==> config.mk <==
export PLATFORM = sky130hd
export DESIGN_NAME = uart_param_si_flat
export DESIGN_NICKNAME = d
export VERILOG_FILES = /design/src/rtl/uart_param_si_pkg.sv /design/src/rtl/uart_param_si_if.sv /design/src/rtl/uart_param_si_fifo.sv /design/src/rtl/uart_param_si.sv /design/src/flat_wrapper.sv
export SDC_FILE = /design/constraint.sdc
export NUM_CORES = 1
export LEC_CHECK = 0
export CORE_ASPECT_RATIO = 1.4
export CORE_MARGIN = 2
export CORE_UTILIZATION = 53
export CTS_CLUSTER_DIAMETER = 100
export CTS_CLUSTER_SIZE = 14
export DETAILED_ROUTE_END_ITERATION = 8
export PLACE_DENSITY_LB_ADDON = 0.2
export SLEW_MARGIN = 20
export SYNTH_ARGS = -nofsm -noshare
export SYNTH_HDL_FRONTEND = slang
export SYNTH_SLANG_ARGS = --single-unit
==> constraint.sdc <==
create_clock -name clk -period 3.6 [get_ports clk]
set_input_delay 0.72 -clock clk [delete_from_list [all_inputs] [get_ports clk]]
set_output_delay 0.72 -clock clk [all_outputs]
set_load 0.02 [all_outputs]
==> src/rtl/uart_param_si_pkg.sv <==
// uart_param_pkg: register map, control-register layout and FSM state types shared by the UART slice
package uart_param_pkg;
    localparam logic [3:0] ADDR_CR = 4'h0;
    localparam logic [3:0] ADDR_DR = 4'h4;
    localparam logic [3:0] ADDR_DV = 4'h8;
    localparam logic [3:0] ADDR_SR = 4'hC;
    localparam int CR_TR_EN    = 0;
    localparam int CR_REC_EN   = 1;
    localparam int CR_TX_FULL  = 2;
    localparam int CR_RX_VALID = 3;
    localparam int CR_PAR_EN   = 4;
    localparam int CR_PAR_ODD  = 5;
    localparam int CR_STOP2    = 6;
    localparam int CR_OVERRUN  = 7;
    localparam int CR_PAR_ERR  = 8;
    localparam int CR_FRM_ERR  = 9;
    typedef struct packed {
        logic frm_err;
        logic par_err;
        logic overrun;
        logic stop2;
        logic par_odd;
        logic par_en;
        logic rx_valid;
        logic tx_full;
        logic rec_en;
        logic tr_en;
    } uart_cr_t;
    typedef enum logic [2:0] {TX_IDLE, TX_START, TX_DATA, TX_PARITY, TX_STOP} tx_state_t;
    typedef enum logic [2:0] {RX_IDLE, RX_START, RX_DATA, RX_PARITY, RX_STOP} rx_state_t;
endpackage

==> src/rtl/uart_param_si_if.sv <==
// uart_param_si_if: simple register bus (addr/re/we/wd/rd) between a bus master and a peripheral
interface uart_param_si_if;
    logic [3:0]  addr;
    logic        re;
    logic        we;
    logic [31:0] wd;
    logic [31:0] rd;
    modport master (output addr, re, we, wd, input rd);
    modport slave (input addr, re, we, wd, output rd);
endinterface

==> src/rtl/uart_param_si_fifo.sv <==
// uart_fifo: synchronous FIFO with level output; a push while full is accepted only alongside a pop
module uart_fifo #(
    parameter int DW = 8,
    parameter int DEPTH = 4
) (
    input  logic                     clk,
    input  logic                     rstn,
    input  logic                     push,
    input  logic                     pop,
    input  logic [DW-1:0]            wdata,
    output logic [DW-1:0]            rdata,
    output logic                     full,
    output logic                     empty,
    output logic [$clog2(DEPTH):0]   lvl
);
    localparam int AW = $clog2(DEPTH);
    logic [DW-1:0] mem [DEPTH];
    logic [AW-1:0] wp, rp;
    logic do_push, do_pop;
    assign empty = lvl == '0;
    assign full = lvl == (AW+1)'(DEPTH);
    assign do_pop = pop && !empty;
    assign do_push = push && (!full || do_pop);
    assign rdata = mem[rp];
    always_ff @(posedge clk or posedge rstn)
        if (rstn) begin
            wp <= '0;
            rp <= '0;
            lvl <= '0;
        end else begin
            wp <= do_push ? wp + AW'(1) : wp;
            rp <= do_pop ? rp + AW'(1) : rp;
            lvl <= lvl + (AW+1)'(do_push) - (AW+1)'(do_pop);
        end
    always_ff @(posedge clk)
        if (do_push) mem[wp] <= wdata;
endmodule

==> src/rtl/uart_param_si.sv <==
// uart_param_si: parametrised UART with TX/RX FIFOs, optional parity, 1/2 stop bits and sticky errors
module uart_param_si
    import uart_param_pkg::*;
#(
    parameter int DW = 8,
    parameter int FIFO_DEPTH = 4,
    parameter int DIV_W = 16
) (
    input  logic           clk,
    input  logic           rstn,
    uart_param_si_if.slave bus,
    output logic           uart_tx,
    input  logic           uart_rx
);
    localparam int LW = $clog2(FIFO_DEPTH) + 1;
    localparam int BW = $clog2(DW);
    uart_cr_t cr;
    logic [DIV_W-1:0] dv, tx_cnt, rx_cnt;
    logic [LW-1:0] tx_lvl, rx_lvl;
    logic [DW-1:0] tx_head, rx_head, tx_sh, rx_sh;
    logic [BW-1:0] tx_bit, rx_bit;
    logic tx_full, tx_empty, rx_full, rx_empty;
    logic tx_par, tx_stop2, rx_par, rx_s1, rx_s2, rx_q;
    tx_state_t tx_st;
    rx_state_t rx_st;
    logic wr_cr, wr_dv, tx_push, tx_pop, rx_pop, rx_samp, par_set, frm_set, rx_push, ovr_set;
    assign wr_cr = bus.we && bus.addr == ADDR_CR;
    assign wr_dv = bus.we && bus.addr == ADDR_DV;
    assign tx_push = bus.we && bus.addr == ADDR_DR;
    assign rx_pop = bus.re && bus.addr == ADDR_DR;
    assign tx_pop = tx_st == TX_IDLE && cr.tr_en && !tx_empty;
    // The whole RX verdict is taken at the first stop-bit sample
    assign rx_samp = rx_st == RX_STOP && rx_cnt == '0;
    assign frm_set = rx_samp && !rx_s2;
    assign par_set = rx_samp && rx_s2 && cr.par_en && (rx_par != (^rx_sh ^ cr.par_odd));
    assign rx_push = rx_samp && rx_s2 && !par_set;
    assign ovr_set = rx_push && rx_full && !rx_pop;
    uart_fifo #(.DW(DW), .DEPTH(FIFO_DEPTH)) u_tx_fifo (
        .clk, .rstn, .push(tx_push), .pop(tx_pop), .wdata(bus.wd[DW-1:0]),
        .rdata(tx_head), .full(tx_full), .empty(tx_empty), .lvl(tx_lvl)
    );
    uart_fifo #(.DW(DW), .DEPTH(FIFO_DEPTH)) u_rx_fifo (
        .clk, .rstn, .push(rx_push), .pop(rx_pop), .wdata(rx_sh),
        .rdata(rx_head), .full(rx_full), .empty(rx_empty), .lvl(rx_lvl)
    );
    assign bus.rd = bus.addr == ADDR_CR ? (32'(cr) | (32'(tx_full) << CR_TX_FULL) | (32'(!rx_empty) << CR_RX_VALID)) :
                    bus.addr == ADDR_DR ? (rx_empty ? 32'd0 : 32'(rx_head)) :
                    bus.addr == ADDR_DV ? 32'(dv) :
                    bus.addr == ADDR_SR ? {15'd0, tx_st != TX_IDLE, 8'(rx_lvl), 8'(tx_lvl)} : 32'd0;
    always_ff @(posedge clk or posedge rstn)
        if (rstn) begin
            cr <= '0;
            dv <= '0;
        end else begin
            if (wr_cr) begin
                cr.tr_en <= bus.wd[CR_TR_EN];
                cr.rec_en <= bus.wd[CR_REC_EN];
                cr.par_en <= bus.wd[CR_PAR_EN];
                cr.par_odd <= bus.wd[CR_PAR_ODD];
                cr.stop2 <= bus.wd[CR_STOP2];
            end
            cr.overrun <= (cr.overrun && !(wr_cr && bus.wd[CR_OVERRUN])) || ovr_set;
            cr.par_err <= (cr.par_err && !(wr_cr && bus.wd[CR_PAR_ERR])) || par_set;
            cr.frm_err <= (cr.frm_err && !(wr_cr && bus.wd[CR_FRM_ERR])) || frm_set;
            if (wr_dv) dv <= bus.wd[DIV_W-1:0];
        end
    // Bit counters count down from a fresh DV at every bit boundary, so DV changes land there
    always_ff @(posedge clk or posedge rstn)
        if (rstn) begin
            tx_st <= TX_IDLE;
            uart_tx <= 1'b1;
            tx_cnt <= '0;
            tx_bit <= '0;
            tx_sh <= '0;
            tx_par <= 1'b0;
            tx_stop2 <= 1'b0;
        end else begin
            case (tx_st)
                TX_IDLE: if (tx_pop) begin
                    tx_st <= TX_START;
                    uart_tx <= 1'b0;
                    tx_cnt <= dv;
                    tx_bit <= '0;
                    tx_sh <= tx_head;
                    tx_par <= ^tx_head ^ cr.par_odd;
                end
                TX_START: if (tx_cnt != '0) tx_cnt <= tx_cnt - DIV_W'(1);
                else begin
                    tx_st <= TX_DATA;
                    uart_tx <= tx_sh[0];
                    tx_cnt <= dv;
                end
                TX_DATA: if (tx_cnt != '0) tx_cnt <= tx_cnt - DIV_W'(1);
                else begin
                    tx_cnt <= dv;
                    if (tx_bit == BW'(DW-1)) begin
                        tx_st <= cr.par_en ? TX_PARITY : TX_STOP;
                        uart_tx <= cr.par_en ? tx_par : 1'b1;
                        tx_stop2 <= cr.stop2;
                    end else begin
                        tx_bit <= tx_bit + BW'(1);
                        tx_sh <= tx_sh >> 1;
                        uart_tx <= tx_sh[1];
                    end
                end
                TX_PARITY: if (tx_cnt != '0) tx_cnt <= tx_cnt - DIV_W'(1);
                else begin
                    tx_st <= TX_STOP;
                    uart_tx <= 1'b1;
                    tx_cnt <= dv;
                    tx_stop2 <= cr.stop2;
                end
                TX_STOP: if (tx_cnt != '0) tx_cnt <= tx_cnt - DIV_W'(1);
                else if (tx_stop2) begin
                    tx_stop2 <= 1'b0;
                    tx_cnt <= dv;
                end else tx_st <= TX_IDLE;
                default: tx_st <= TX_IDLE;
            endcase
        end
    always_ff @(posedge clk or posedge rstn)
        if (rstn) {rx_s1, rx_s2, rx_q} <= 3'b111;
        else {rx_s1, rx_s2, rx_q} <= {uart_rx, rx_s1, rx_s2};
    always_ff @(posedge clk or posedge rstn)
        if (rstn) begin
            rx_st <= RX_IDLE;
            rx_cnt <= '0;
            rx_bit <= '0;
            rx_sh <= '0;
            rx_par <= 1'b0;
        end else begin
            case (rx_st)
                RX_IDLE: if (cr.rec_en && rx_q && !rx_s2) begin
                    rx_st <= RX_START;
                    rx_cnt <= dv >> 1;
                end
                RX_START: if (rx_cnt != '0) rx_cnt <= rx_cnt - DIV_W'(1);
                else if (rx_s2) rx_st <= RX_IDLE;
                else begin
                    rx_st <= RX_DATA;
                    rx_cnt <= dv;
                    rx_bit <= '0;
                end
                RX_DATA: if (rx_cnt != '0) rx_cnt <= rx_cnt - DIV_W'(1);
                else begin
                    rx_cnt <= dv;
                    rx_sh <= {rx_s2, rx_sh[DW-1:1]};
                    if (rx_bit == BW'(DW-1)) rx_st <= cr.par_en ? RX_PARITY : RX_STOP;
                    else rx_bit <= rx_bit + BW'(1);
                end
                RX_PARITY: if (rx_cnt != '0) rx_cnt <= rx_cnt - DIV_W'(1);
                else begin
                    rx_par <= rx_s2;
                    rx_st <= RX_STOP;
                    rx_cnt <= dv;
                end
                RX_STOP: if (rx_cnt != '0) rx_cnt <= rx_cnt - DIV_W'(1);
                else rx_st <= RX_IDLE;
                default: rx_st <= RX_IDLE;
            endcase
        end
endmodule

==> src/flat_wrapper.sv <==
// flat-port wrapper written by rule: the top's interface ports become plain ports
module uart_param_si_flat import uart_param_pkg::*;
#(
    parameter int DW = 8,
    parameter int FIFO_DEPTH = 4,
    parameter int DIV_W = 16
)
  (clk, rstn, uart_tx, uart_rx, bus_addr, bus_re, bus_we, bus_wd, bus_rd);
  uart_param_si_if bus_i ();
  input  logic clk;
  input  logic rstn;
  output logic uart_tx;
  input  logic uart_rx;
  input wire logic [$bits(bus_i.addr)-1:0] bus_addr;
  input wire logic [$bits(bus_i.re)-1:0] bus_re;
  input wire logic [$bits(bus_i.we)-1:0] bus_we;
  input wire logic [$bits(bus_i.wd)-1:0] bus_wd;
  output wire logic [$bits(bus_i.rd)-1:0] bus_rd;
  assign bus_i.addr = bus_addr;
  assign bus_i.re = bus_re;
  assign bus_i.we = bus_we;
  assign bus_i.wd = bus_wd;
  assign bus_rd = bus_i.rd;
  uart_param_si #(.DW(DW), .FIFO_DEPTH(FIFO_DEPTH), .DIV_W(DIV_W)) u_core (.clk(clk), .rstn(rstn), .bus(bus_i), .uart_tx(uart_tx), .uart_rx(uart_rx));
endmodule
# Yosys cells after proc, flatten, opt, wreduce, memory -nomap -nowiden
# Memory sizes are Yosys's and may differ from the RTL's.
# Cells that the tools add are included.
# totals
reg_bits	105
latchBits	0
ram_bits	64
romBits	0
inputBits	41
output_inout_bits	33
word_cells	217
memories	2
# mem_list
memory	words	word_bits	read_ports	rd_ports_with_merged_regs	wr	line	text
u_core.u_rx_fifo.mem	4	8	1	0	1	uart_param_si_fifo.sv:17	logic [DW-1:0] mem [DEPTH];
u_core.u_tx_fifo.mem	4	8	1	0	1	uart_param_si_fifo.sv:17	
# op_classes
addsub	12
n_mul	0
div_mod_pow	0
order_cmp	0
eq_ne	35
shifts	0
muxes	62
n_bitwise	5
n_reduce_logical	71
# ops
op	count
16-bit two-way mux	9
32-bit two-way mux	3
16-bit case mux with 4 select lines	1
3-bit two-way mux	21
16-bit case mux with 3 select lines	1
8-bit two-way mux	4
32-bit by 4-bit OR with 32-bit output	1
16-bit nonzero test	2
16-bit by 1-bit subtractor with 16-bit output (second input constant)	2
3-bit case mux with 5 select lines	2
2-bit inequality test (second input constant)	14
1-bit logical AND	26
3-bit equality test (second input constant)	6
17-bit two-way mux	1
16-bit logical NOT	1
8-bit case mux with 2 select lines	1
8-bit XOR reduction	2
5-bit AND reduction	3
1-bit two-way mux	14
3-bit by 2-bit equality test with 1-bit output (second input constant)	4
3-bit logical NOT	4
3-bit case mux with 2 select lines	2
1-bit logical NOT	10
10-bit by 3-bit OR with 10-bit output	1
other kinds (28)	50

# Depth between registers and ports, before layout
# Gate-level depths: netlist (run 1).
# logic_depth
depth_word	10
mapped_depth	12
depth_no_buf	12

# By module
# A second synthesis (run 1) with hierarchy kept.
# hier_totals
hier_cells	749
area_unflattened_um2	8804.7
# by_module_without_submodules
mod	n_inst	cells_each	area_each_um2	seq_area_each_um2
uart_param_si	1	593	5641.7	2282.2
uart_fifo	2	78	1581.5	1136.1

# Worst setup path before layout (run 1)
# Ideal clock, no wire load.
# synth_path
path_kind	flip-flop to flip-flop
from	register u_core.rx_cnt[0]
to	register u_core.u_rx_fifo.lvl[2]
setup_time_ns	0.123
arrival_time_ns	2.989
t_required_ns	3.477
slack_ns	0.488
stages_incl_launch_ff	13
path_buffers	0
period_less_slack_ns	3.112
path_cell_list	dfrtp_1 inv_1 ha_1 nor4b_1 nand4_1 or2_1 a2111oi_4 inv_1 ha_1 inv_1 ha_1 fa_1 xnor2_1
# synth_between
elab_chain_cells	10
# synth_rtl
element	line	text
start, declared	uart_param_si.sv:18	logic [DIV_W-1:0] dv, tx_cnt, rx_cnt;
start signal, assigned	uart_param_si.sv:135	rx_cnt <= dv >> 1;
start signal, assigned	uart_param_si.sv:137	RX_START: if (rx_cnt != '0) rx_cnt <= rx_cnt - DIV_W'(1);
start signal, assigned	uart_param_si.sv:141	rx_cnt <= dv;
16-bit logical NOT (*)	uart_param_si.sv:33	assign rx_samp = rx_st == RX_STOP && rx_cnt == '0;
1-bit logical AND (*)	uart_param_si.sv:33	
1-bit logical AND (*)	uart_param_si.sv:35, uart_param_si.sv:36	
1-bit logical AND (2 in a row)	uart_param_si.sv:35	assign par_set = rx_samp && rx_s2 && cr.par_en && (rx_par != (^rx_sh ^ cr.par_odd));
1-bit logical NOT	uart_param_si.sv:36	assign rx_push = rx_samp && rx_s2 && !par_set;
1-bit logical AND (*)	uart_param_si.sv:36	
1-bit logical AND (*)	uart_param_si_fifo.sv:23	assign do_push = push && (!full || do_pop);
3-bit by 1-bit adder with 3-bit output (*)	uart_param_si_fifo.sv:33	lvl <= lvl + (AW+1)'(do_push) - (AW+1)'(do_pop);
3-bit by 1-bit subtractor with 3-bit output (*)	uart_param_si_fifo.sv:33	
end signal, assigned	uart_param_si_fifo.sv:33	
end, declared	uart_param_si_fifo.sv:14	output logic [$clog2(DEPTH):0] lvl
# Mark *: on every way between the ends. The rest lies on a longest branch, timed or not.
# A chain may end at the register's enable or synchronous reset.

# Final worst setup path (run 1)
# layout_path
from	input bus_addr[1]
to	output bus_rd[1]
# layout_between
elab_chain_cells	5
word_cells_on_any_way	8
classes_between	3 x eq/ne; 4 x mux; 1 x reduce/logical
# layout_rtl
element	line	text
start, declared	flat_wrapper.sv:14	input wire logic [$bits(bus_i.addr)-1:0] bus_addr;
4-bit equality test	uart_param_si.sv:49	bus.addr == ADDR_SR ? {15'd0, tx_st != TX_IDLE, 8'(rx_lvl), 8'(tx_lvl)} : 32'd0;
17-bit two-way mux	uart_param_si.sv:49	
32-bit two-way mux	uart_param_si.sv:48	bus.addr == ADDR_DV ? 32'(dv) :
32-bit two-way mux	uart_param_si.sv:47	bus.addr == ADDR_DR ? (rx_empty ? 32'd0 : 32'(rx_head)) :
32-bit two-way mux (*)	uart_param_si.sv:46	assign bus.rd = bus.addr == ADDR_CR ? (32'(cr) | (32'(tx_full) << CR_TX_FULL) | (32'(!rx_empty) << CR_RX_VALID ...
end, declared	flat_wrapper.sv:18	output wire logic [$bits(bus_i.rd)-1:0] bus_rd;
# Marks and branches as above.

==> impl_results.md, run 1 <==
- Status: completed
- Largest stage delay on the critical path: between 0.6 and 0.7 ns
- Final Hold Viols: 0
- Worst rel slew slack: 42.6%
- Final #Nets: about 880
- Setup violations, final: 0
- Post-synth top area cell: dfrtp_1
- Cell area after layout: between 10000 and 15000 µm²
- PwrDens: just under 700 nW/µm²
- Rows: 56
- Die X: between 100 and 150 µm
- DP Area: about 9700 µm²
- Final Max Tran Viols: 0
- Worst-margin pin slew: between 0.8 and 0.9 ns
- Number of flops mapped to enable cells by yosys: between 60 and 70
- VDD IR-drop max: ~0.38 mV
- Max FO, Critical Path: 9
- Leakage: around 4.3 nW
- I/O Pins: 74
- HPWL after DPL: about 15 mm
- Synth warn: 2
- Fin crit share: between 90 and 100%
- Hold Path Sink: u_core.rx_s2
- Netlist cell types: 74
- F_max: 287 MHz
- Height of the chip: around 160 µm
- Grt total ovfl: 0
- Drt total wl: 21.0 mm
- DR DRC count: 0
- CTS Buf Count: 17
- Reg2reg end: u_core.u_rx_fifo.lvl[2]
- RR Startpoint: u_core.rx_cnt[0]
- Setup Buffers After CTS: 0
- Final min period: 3.48 ns
- Routed vias/inst: between 6 and 7
- DP Worst Slack: -0.0162 ns
- Max_cap viols: 0
- CP required: 2.88 ns
- Startpoint Class: primary input
- Register area share after synthesis: approximately half
- Hold Crit Start: u_core.rx_s1
- Clock sink total: between 150 and 200
- Antenna violations before repair: 0
- Synth area leaders: dfrtp_1, edfxtp_1, mux2_2
- CP delay by family, top: buffers and inverters
- # H-tree levels: 4
- RSZ-0062 raised after global routing: false
- Overall routing resource usage: between 20% and 30%
- Area Overhead vs Synth: 14.4%
- WL/cell: approximately 20 µm
- First drt pass iteration count: 6
- Synthesis-stage register bit count: between 150 and 200
- Setup slack, reg-to-reg: around 0.35 ns
- Top-area cell type share of the netlist area: between 20 and 30%
- First-pass GRT wire length: approximately 34 mm
- Antenna cells: 0
- Critical path, cell by cell: clkdlybuf4s50_1 -> nor4b_2 -> a21boi_1 -> buf_4 -> a21oi_1 -> a21oi_1 -> clkdlybuf4s50_1
- Vias in the first global route: 6584
- Register area: about 4600 µm²
- Largest net degree at the start of global routing: a little over 50
- Post-Syn Instances: slightly below 800
- Smallest setup slack after layout: about 0.12 ns
- Fraction of layout cells with a size suffix above 1: around 18%
- CP arrival: 2.76 ns
- Starting Density: a little over half
- Cts hold-fix bufs: 0
- Routed Antenna Nets: 0
- Skew final: around 0.013 ns
- Critical path buffers and inverters: 3
- Setup CP Type: primary input to output pin
- Cell count of the worst hold path: 0
- Mapped Avg Cell Area: roughly 12 µm²
- Slowest-stage cell, CP: clkdlybuf4s50_1
- HP Class: flip-flop to flip-flop
- Reg clk slew, reported paths: approximately 0.070 ns
- Area of the multi-input gates: just over 4000 µm²
- Ys async rst share: 62.1%
- Reg2Reg Depth: 13
- Syn Std Cell Area: about 9000 µm²
- CTS tree: built
- Initial DRC Count: between 400 and 500
- GPL Wtd Cong: between 0.8 and 0.9
- Die area: 18100 µm²
- Post-synth top flop: dfrtp_1
- Clock root cell: clkbuf_16
- Setup_tns: 0 ns
- Worst setup EP type: output pin
- Total number of vias: roughly 6400
- I/O Buffers: 42
- Fill cells: 1280
- Max Buffers Root-to-Sink: 2
- Core ar.: 16700 µm²
- Clk Latency, worst-skew pair: roughly 0.44 ns
power by group:
part           internal [mW]  switching (mW)  leakage [nW]
combinational           1.13            1.06          2.13
sequential              2.40           0.605          1.88
clock                  0.998           0.866         0.299
total                   4.53            2.53          4.31
synth_stat cells (6+ instances only):
cell type  number
mux2_4          8
nand3_1        15
o211ai_1       18
a22o_1          8
mux2i_1        24
nor3_1         22
a32o_1          6
inv_1          39
nor3b_1         7
or3_1           6
clkbuf_1       29
dfrtp_1       101
a22oi_1        12
mux2_2         43
mux4_2         16
and2_1         17
edfxtp_1       64
buf_4          15
nand2_1        53
nor2_1         40
a21oi_1        23
o21ai_0        21
o22ai_1        15
xor2_1          7
o31ai_1         8
o2bb2ai_1       8
xnor2_1        18
ha_1           20
timing repair:
| item | 4_1_cts | 5_1_grt |
|---|---|---|
| gates cloned | 0 | 0 |
| gates resized for setup | 1 | 6 |
| endpoints found under the setup margin | 1 | 7 |
| pin swaps | 0 | 0 |
worst max-delay path by stage:
stage / from / end / slack [ns] / cells after the start
5_1_grt: bus_addr[1] / bus_rd[5] / 0.0002 / 7
2_1_floorplan: rstn / u_core.cr[0] / 0.13 / 1
3_5_place_dp: bus_addr[1] / bus_rd[6] / -0.02 / 7
6_report: bus_addr[1] / bus_rd[1] / 0.12 / 7
4_1_cts: bus_addr[1] / bus_rd[7] / 0.0005 / 7
3_3_place_gp: bus_addr[1] / bus_rd[6] / 0.05 / 7
state kept, by name (all words and copies together) (netlist names), 2 cells and up:
register and flops:
u_core.u_rx_fifo.mem 32, u_core.u_tx_fifo.mem 32, u_core.dv 16, u_core.rx_cnt 16
u_core.tx_cnt 16, u_core.cr 8, u_core.rx_sh 8, u_core.tx_sh 8
u_core.rx_bit 3, u_core.rx_st 3, u_core.tx_bit 3, u_core.tx_st 3
u_core.u_rx_fifo.lvl 3, u_core.u_tx_fifo.lvl 3, u_core.u_rx_fifo.rp 2, u_core.u_rx_fifo.wp 2
u_core.u_tx_fifo.rp 2, u_core.u_tx_fifo.wp 2
cell usage in the layout, fill, tap and decap left out, drive strengths merged, types with 6 or more instances in the layout:
cell type      count
nand3             15
a22oi             12
a22o               8
mux2              53
o31ai              8
nand2             53
and2              17
xnor2             18
nor3b              8
o21ai             22
or3                6
a32o               6
conb              15
mux4              16
o211ai            18
ha                20
inv               47
o22ai             15
mux2i             24
clkinv             6
dfrtp            101
buf               29
o2bb2ai            8
a21oi             25
nor4               8
clkdlybuf4s50     37
nor3              23
nor2              40
xor2               7
clkbuf            17
edfxtp            64
through the flow:
step,std cells,hold slack [ns],utilization [%],total power [mW]
6_report,1035,0.360,61.7,7.06
5_1_grt,1035,0.374,61.7,7.44
4_1_cts,1035,0.364,61.5,7.07
3_3_place_gp,1003,0.345,57.9,5.09
3_5_place_dp,1003,0.350,57.9,5.20
2_1_floorplan,785,0.345,-,4.61
logic make-up (layout without fill, tap and decap cells):
logic type / count (synthesis) / in the layout / share of synthesized area (%)
flops: 169 / 169 / 50.4
simple gates: 212 / 212 / 12.9
xor+xnor: 27 / 27 / 2.92
mux: 93 / 93 / 13.6
other cells: 1 / 15 / 0.0415
buf+inv: 95 / 142 / 4.89
compound gates: 152 / 152 / 12.1
fa+ha+maj: 22 / 22 / 3.21
worst reg2reg max path, stage by stage, from the launching register on:
cell and delay, ns:
dfrtp_1 0.44, inv_1 0.11, ha_1 0.14, nor4b_1 0.25, buf_4 0.18, nand4_1 0.17
or2_1 0.35, a2111oi_4 0.39, inv_1 0.08, ha_1 0.28, inv_1 0.04, ha_1 0.19
fa_1 0.37, xnor2_1 0.14
metal layers:
metal,track usage (%),vias up,part of all wire [%]
met4,9.64,0,2.3
li1,-,2946,-
met5,0,-,0
met2,42.9,185,53
met3,4.07,36,3.9
met1,29.9,3246,41
area by class of cell:
| class | instances | area share, % |
|---|---|---|
| flip-flops and latches | 169 | 44.1 |
| multi-input cells | 521 | 39.8 |
| repair buffers | 71 | 6.38 |
| clock buffers | 17 | 4.12 |
| well taps | 203 | 2.46 |
| clock inverters | 15 | 1.76 |
| inverters | 39 | 1.44 |
No activity file was read; power rests on OpenSTA's default activity.
==> inputs of run 2 (changes only) <==
==> constraint.sdc (replaced) <==
create_clock -name clk -period 3.6 [get_ports clk]
set_input_delay 0.36 -clock clk [delete_from_list [all_inputs] [get_ports clk]]
set_output_delay 0.36 -clock clk [all_outputs]
set_load 0.02 [all_outputs]
==> impl_results.md, run 2 (synthesis results as in run 1) <==
- CTS tree: built
- Starting Density: 53.9%
- First drt pass iteration count: 5
- Area Overhead vs Synth: 13.8%
- I/O Buffers: 42
- Cts hold-fix bufs: 0
- Setup CP Type: flip-flop to flip-flop
- Placed insts: around 1000
- Post-cts sizing count: 0
- Final #Nets: 876
- Reg2Reg Depth: 13
- Cell count of the worst hold path: 1
- Drt total wl: 20.8 mm
- Startpoint Class: flip-flop
- Worst-margin pin slew: roughly 0.84 ns
- Worst rel slew slack: a little over two fifths
- Leakage: roughly 4.2 nW
- Die area: between 15000 and 20000 µm²
- F_max: between 300 and 400 MHz
- Fin crit share: roughly nine tenths
- VDD IR-drop max: ~0.35 mV
- HP Class: primary input to flip-flop
- Max_cap viols: 0
- Height of the chip: approximately 160 µm
- Die X: approximately 110 µm
- RR Startpoint: u_core.rx_cnt[0]
- I/O Pins: 74
- CP arrival: around 3.6 ns
- Skew final: approximately 0.011 ns
- GPL Wtd Cong: 0.864
- Initial DRC Count: 430
- CP required: slightly below 4 ns
- Max Buffers Root-to-Sink: 2
- Total number of vias: roughly 6300
- Routed Antenna Nets: 0
- Reg2reg end: u_core.u_rx_fifo.lvl[2]
- CTS Buf Count: 17
- Setup_tns: 0 ns
- Status: completed
- WL/cell: around 20 µm
- Critical path, cell by cell: inv_1 -> ha_1 -> nor4b_1 -> buf_4 -> nand4_1 -> or2_1 -> a2111oi_4 -> inv_1 -> ha_1 -> inv_1 -> ha_1 -> fa_1 -> xnor2_1
- Core ar.: about 17000 µm²
- Most frequent cells in the layout: dfrtp_1, edfxtp_1, nand2_1
- RSZ-0062 raised after global routing: false
- DR DRC count: 0
- Setup violations, final: 0
- Largest net degree at the start of global routing: 55
- Smallest setup slack after layout: around 0.33 ns
- Final min period: between 3 and 4 ns
- Antenna violations before repair: 0
- Worst setup EP type: flip-flop
- Clk Latency, worst-skew pair: approximately 0.44 ns
- Slowest-stage cell, CP: dfrtp_1
- Antenna cells: 0
- Hold Path Sink: u_core.rx_s1
- PwrDens: about 700 nW/µm²
- Rows: 56
- # H-tree levels: 4
- Crit path launch: u_core.rx_cnt[0]
- Overall routing resource usage: between 20% and 30%
- Final Instance Count excl. Fillers: approximately 1000
- Reg clk slew, reported paths: approximately 0.07 ns
- DP Worst Slack: around 0.38 ns
- Max FO, Critical Path: 6
- Clock sink total: about 170
- Grt total ovfl: 0
- First-pass GRT wire length: approximately 33 mm
- Fraction of layout cells with a size suffix above 1: between 10% and 20%
- Leading registers by flop count: u_core.u_rx_fifo.mem: 32 flops, u_core.u_tx_fifo.mem: 32 flops
- Fill cells: approximately 1300
- Setup Buffers After CTS: 0
- Routed vias/inst: about 6.1
- Commonest non-fill, non-tap cell in the layout: dfrtp_1
- Final Max Tran Viols: 0
- Setup slack, reg-to-reg: ~0.33 ns
- Clock root cell: clkbuf_16
- HPWL after DPL: roughly 15 mm
- Final Hold Viols: 0
- Vias in the first global route: 6338
- Power Total: between 7 and 8 mW
- Largest stage delay on the critical path: around 0.44 ns
- Hold Crit Start: uart_rx
## run 2: final cells by class
| type | count | area (µm²) | area share (%) |
|---|---|---|---|
| clock buffer | 18 | 439 | 4.27 |
| clock inverter | 14 | 176 | 1.72 |
| inverter | 39 | 149 | 1.45 |
| multi-input combinational | 521 | 4100 | 39.9 |
| sequential | 169 | 4550 | 44.3 |
| tap | 203 | 254 | 2.47 |
| timing repair buffer | 65 | 606 | 5.89 |
## run 2: worst max-delay path, delay by kind of cell, from the launching register on
kind	cells	cell delay (ns)
AND/OR/NAND/NOR	3	0.78
AO/OA/AOI/OAI	1	0.39
adder cells (fa/ha/maj)	4	1.01
XOR/XNOR	1	0.14
flip-flops	1	0.44
buffers and inverters	4	0.40
## run 2: worst max-delay path by stage
stage,end,slack [ns],cells after the start
2_1_floorplan,u_core.cr[0],0.49,1
3_3_place_gp,u_core.u_rx_fifo.lvl[2],0.40,13
3_5_place_dp,u_core.u_rx_fifo.lvl[2],0.38,13
4_1_cts,u_core.u_rx_fifo.lvl[2],0.34,13
5_1_grt,u_core.u_rx_fifo.lvl[2],0.07,13
6_report,u_core.u_rx_fifo.lvl[2],0.33,13
## run 2: power breakdown
group / internal [mW] / switching, mW / leakage (nW)
combinational: 1.13 / 1.05 / 2.02
sequential: 2.40 / 0.614 / 1.88
clock: 1.02 / 0.854 / 0.301
total: 4.54 / 2.52 / 4.21
## run 2: through the flow
step	area (µm²)	utilization (%)	hold WS [ns]
2_1_floorplan	9080	-	0.345
3_3_place_gp	9650	57.6	0.346
3_5_place_dp	9650	57.6	0.350
4_1_cts	10300	61.3	0.325
5_1_grt	10300	61.4	0.355
6_report	10300	61.4	0.337
## run 2: metal layers
metal  share of wire (%)  wire (µm)  track usage (%)
met1                  42       8670             30.7
met2                  52      10800             41.9
met4                 1.8        369             7.78
met3                 4.3        883             4.11
met5                   0          0                0
